==> src/rtl/rotate_arbiter.sv <==
// Round-robin front end for one shared 32-bit rotator. It serves one request at a time
// from two requesters and returns each tagged result over a valid/ready channel.
module rotate_arbiter (
    input  logic        i_clk,
    input  logic        i_rst_n,
    input  logic        i_req0_valid,
    output logic        o_req0_ready,
    input  logic [31:0] i_req0_data,
    input  logic [4:0]  i_req0_shift,
    input  logic        i_req0_left,
    input  logic        i_req1_valid,
    output logic        o_req1_ready,
    input  logic [31:0] i_req1_data,
    input  logic [4:0]  i_req1_shift,
    input  logic        i_req1_left,
    output logic        o_out_valid,
    input  logic        i_out_ready,
    output logic [31:0] o_out_data,
    output logic        o_out_id
);

    typedef enum logic [1:0] {
        S_IDLE = 2'd0,
        S_EXEC = 2'd1,
        S_RESP = 2'd2
    } state_t;

    state_t      r_state;
    logic        r_prio;

    logic [31:0] r_data_p0;
    logic [4:0]  r_shift_p0;
    logic        r_left_p0;
    logic        r_id_p0;

    logic [31:0] r_data_p1;
    logic        r_id_p1;
    logic        r_vld_p1;

    logic        w_both;
    logic        w_grant_id;
    logic        w_grant_vld;
    logic [31:0] w_sel_data;
    logic [4:0]  w_sel_shift;
    logic        w_sel_left;
    logic [31:0] w_rot;

    // A right rotate by s is a left rotate by (32 - s) mod 32, so one left
    // barrel shifter over the doubled word serves both directions.
    function automatic logic [31:0] rotate32(input logic [31:0] din,
                                             input logic [4:0]  amt,
                                             input logic        left);
        logic [4:0]  l_amt;
        logic [63:0] l_wide;
        l_amt  = left ? amt : (5'd0 - amt);
        l_wide = {din, din} << l_amt;
        return l_wide[63:32];
    endfunction

    // Arbitration: a lone requester wins outright, a tie goes to r_prio.
    assign w_both      = i_req0_valid & i_req1_valid;
    assign w_grant_id  = w_both ? r_prio : i_req1_valid;
    assign w_grant_vld = i_rst_n & (r_state == S_IDLE) & (i_req0_valid | i_req1_valid);

    assign o_req0_ready = w_grant_vld & ~w_grant_id;
    assign o_req1_ready = w_grant_vld &  w_grant_id;

    assign w_sel_data  = w_grant_id ? i_req1_data  : i_req0_data;
    assign w_sel_shift = w_grant_id ? i_req1_shift : i_req0_shift;
    assign w_sel_left  = w_grant_id ? i_req1_left  : i_req0_left;

    // The single shared rotator instance, fed only from the operand registers.
    assign w_rot = rotate32(r_data_p0, r_shift_p0, r_left_p0);

    assign o_out_valid = r_vld_p1;
    assign o_out_data  = r_data_p1;
    assign o_out_id    = r_id_p1;

    always_ff @(posedge i_clk) begin
        if (!i_rst_n) begin
            r_state    <= S_IDLE;
            r_prio     <= 1'b0;
            r_data_p0  <= '0;
            r_shift_p0 <= '0;
            r_left_p0  <= 1'b0;
            r_id_p0    <= 1'b0;
            r_data_p1  <= '0;
            r_id_p1    <= 1'b0;
            r_vld_p1   <= 1'b0;
        end else begin
            case (r_state)
                // Stage p0: operand capture on the request handshake
                S_IDLE: begin
                    if (w_grant_vld) begin
                        r_data_p0  <= w_sel_data;
                        r_shift_p0 <= w_sel_shift;
                        r_left_p0  <= w_sel_left;
                        r_id_p0    <= w_grant_id;
                        r_prio     <= ~w_grant_id;
                        r_state    <= S_EXEC;
                    end
                end
                // Stage p1: rotator result registered into the response slot
                S_EXEC: begin
                    r_data_p1 <= w_rot;
                    r_id_p1   <= r_id_p0;
                    r_vld_p1  <= 1'b1;
                    r_state   <= S_RESP;
                end
                S_RESP: begin
                    if (i_out_ready) begin
                        r_vld_p1 <= 1'b0;
                        r_state  <= S_IDLE;
                    end
                end
                default: begin
                    r_vld_p1 <= 1'b0;
                    r_state  <= S_IDLE;
                end
            endcase
        end
    end

endmodule

==> config.mk <==
export PLATFORM = sky130hd
export DESIGN_NAME = rotate_arbiter
export DESIGN_NICKNAME = d
export VERILOG_FILES = /design/src/rtl/rotate_arbiter.sv
export SDC_FILE = /design/constraint.sdc
export NUM_CORES = 1
export LEC_CHECK = 0
export CORE_AREA = 2 2 103 105
export DETAILED_ROUTE_END_ITERATION = 6
export DIE_AREA = 0 0 105 107
export DONT_BUFFER_PORTS = 1
export PLACE_DENSITY = 0.61
export SYNTH_ARGS = -nofsm -noshare
export SYNTH_HDL_FRONTEND = slang
export SYNTH_SLANG_ARGS = --single-unit
==> constraint.sdc <==
create_clock -name i_clk -period 3.3 [get_ports i_clk]
set_clock_uncertainty 0.1 [all_clocks]
set_input_delay 0.33 -clock i_clk [delete_from_list [all_inputs] [get_ports i_clk]]
set_output_delay 0.33 -clock i_clk [all_outputs]
set_load 0.02 [all_outputs]
==> flow_metrics.tcl <==
set metrics [dict create \
    cts_setup_buffers 0 \
    violations "DRC" \
    num-nets-final 481 \
    ant_nets 0 \
    fmax_mhz 379 \
    hold_viol 0 \
    final_cell_mix "97 x mux2i_1, 76 x dfxtp_1, 43 x nor2b_1" \
    min_period_ns 2.64 \
    regArea_mm2 0.00152 \
    slew_headroom 0.432 \
    syn_nets 503 \
    crit_required_ns 3.45 \
    status "complete, but fails checks" \
    drtIter0Drc 315 \
    grt_start_max_net_pins 70 \
    switching_share 0.344 \
    cts_inserted_buffers 9 \
    r2r-start "r_shift_p0[1]" \
    r2r_slack_ns 0.66 \
    start_util 0.435 \
    cts-htree-levels 3 \
    hp-class "in -> reg" \
    cts.path.max_buffers 2 \
    grt_use_total 0.203 \
    worstReg2RegEnd "o_out_data[18]" \
    cts.sinks 76 \
    ir_drop_mv 0.215 \
    die_height_um 107 \
    p_sw_uw 876 \
    ys_seq_area_frac 0.346 \
    syn_area_per_cell_um2 10.4 \
    cap_violations 0 \
    clk_latency_ns 0.35 \
    pwr-share-comb 0.282 \
    cp_max_fo 22 \
    wirelength_mm 11.5 \
    p_int_mw 1.67 \
    holdWs_ns 0.0124 \
    syn_inst 421 \
    worstSetupStartpointType "flop" \
    setup_violations 0 \
    power.leakage_nw 1.72 \
    fin_crit_sh 0.800 \
    cts_tree "yes" \
    drtPass1Iterations 7 \
    syn-cell-area_mm2 0.00439 \
    route.detailed.drc 19 \
    worst_slew_pin_slew_ns 0.852 \
    pwr-share-seq 0.450 \
    drive_gt1_frac 0.159 \
    drv_slew 0 \
    place.port_buffers 0 \
    critPathKind "reg -> reg" \
    r2r_cells 8 \
    path_clk_slew_ns 0.08 \
    antenna_found_initial 0 \
    gp_congestion 0.957 \
    power_density_mw_per_mm2 552 \
    n_antenna_cell 0 \
    ys_ff_latch 76 \
    holdCritStartpoint "i_rst_n" \
    crit_path_end_kind "flop" \
    num_vias 3395 \
    grt_pass1_wl_mm 17.9 \
    core-area_mm2 0.0101 \
    cts_root_buf "clkbuf_8" \
    io_pins 117 \
    syn_to_final_growth_pct 4.98 \
    vias_per_cell 6.30 \
    p_clk_frac 0.269 \
    rsz0062_at_grt "false" \
    multi_input_area_mm2 0.00263 \
    first_global_vias 3355 \
    grt_overflow 0 \
    min_path_cells 1 \
    die_w_um 105 \
    min_to "r_data_p0[1]" \
    yosysUniqueCellTypes 29 \
    yosysWarnings 0 \
    critPathArrivalTime_ns 2.79 \
    die-area_mm2 0.0112 \
    fin_setup_tns_ns 0 \
    final_common_cell "mux2i_1" \
    wl_per_cell_um 21.2 \
    row_count 37 \
    fill_cells 1048 \
    dp_hpwl_mm 8.17 \
]
==> worst max path at each step <==
stage,start,to,slack [ns],cells past startpoint
final,r_shift_p0[1],o_out_data[18],0.66,8
after global routing,r_shift_p0[1],o_out_data[24],0.46,8
after CTS,r_shift_p0[1],o_out_data[10],0.67,8
after detailed placement,r_shift_p0[0],o_out_data[10],0.68,7
after global placement,r_shift_p0[0],o_out_data[10],0.73,7
after floorplan,r_shift_p0[0],o_out_data[31],0.96,11
==> what timing repair did <==
item	in CTS	in global routing
gates resized for setup	0	0
endpoints found under the hold margin	8	7
hold buffers	1	1
==> synth_stat cells (all sizes together) <==
library cell / number / area (um2)
a21oi: 4 / 20.0
inv: 3 / 11.3
mux2i: 97 / 971
a221oi: 32 / 280
o211a: 1 / 10.0
nor2: 4 / 17.5
clkbuf: 29 / 109
buf: 17 / 153
dfxtp: 76 / 1520
nand2b: 1 / 6.26
nor3: 1 / 5.00
ha: 1 / 12.5
mux2: 33 / 375
nor3b: 1 / 7.51
and2: 1 / 6.26
nor2b: 43 / 269
xnor2: 2 / 25.0
xor2: 1 / 27.5
a31o: 1 / 8.76
o21ai: 34 / 170
and3: 1 / 6.26
a222oi: 38 / 380
==> final cells by class <==
type | instances | area share
multi-input cells | 296 | 0.569
inverters | 3 | 0.00244
clock inverters | 5 | 0.0117
well taps | 136 | 0.0369
flip-flops and latches | 76 | 0.330
clock buffers | 10 | 0.0277
repair buffers | 13 | 0.0222
==> per-layer routing <==
layer | track usage | share of wire | wire length, um | up-vias
li1 | - | - | - | 1617
met1 | 0.246 | 0.42 | 4820 | 1664
met2 | 0.349 | 0.50 | 5740 | 98
met3 | 0.0547 | 0.062 | 715 | 16
met4 | 0.0657 | 0.015 | 170 | 0
met5 | 0 | 0 | 0 | -
==> power by group through the flow <==
stage          clock [mW]  sequential [mW]  combinational [mW]
2_1_floorplan           0             1.14               0.632
3_3_place_gp            0             1.17               0.692
3_5_place_dp            0             1.17               0.710
4_1_cts             0.702             1.15               0.715
5_1_grt             0.742             1.16               0.783
6_report            0.684             1.15               0.718
==> per-stage QoR <==
step,instance area [um2],worst slack [ns],power [mW],std cells,utilization
6_report,4610,0.658,2.55,539,0.457
5_1_grt,4610,0.456,2.68,539,0.457
4_1_cts,4600,0.666,2.57,538,0.456
3_5_place_dp,4410,0.675,1.88,522,0.437
3_3_place_gp,4410,0.729,1.86,522,0.437
2_1_floorplan,4390,0.958,1.77,421,-
==> kinds of logic (layout without fill, tap and decap cells) <==
group | after synthesis | count (layout) | share of synthesized area
adders and majority gates | 1 | 1 | 0.00285
muxes | 130 | 130 | 0.306
DFF | 76 | 76 | 0.346
buffers and inverters | 49 | 31 | 0.0621
and+or+nand+nor | 52 | 52 | 0.0723
xor gates and xnor gates | 3 | 3 | 0.0120
AOI/OAI and AO/OA | 110 | 110 | 0.198
==> registers in the layout (all words and copies together) (netlist names) <==
| register | cells |
|---|---|
| r_data_p0 | 32 |
| o_out_id | 1 |
| o_out_valid | 1 |
| r_left_p0 | 1 |
| r_shift_p0 | 5 |
| r_prio | 1 |
| r_id_p0 | 1 |
| o_out_data | 32 |
| r_state | 2 |
==> critical path, cell delays in order, from the launching register on <==
cell	delay [ns]
dfxtp_1	0.33
inv_1	0.06
ha_1	0.15
nor2_1	0.09
xnor2_4	0.69
buf_4	0.35
mux2i_1	0.27
mux2i_1	0.14
a221oi_1	0.35
Note: power is estimated with default switching activity, not from simulation.
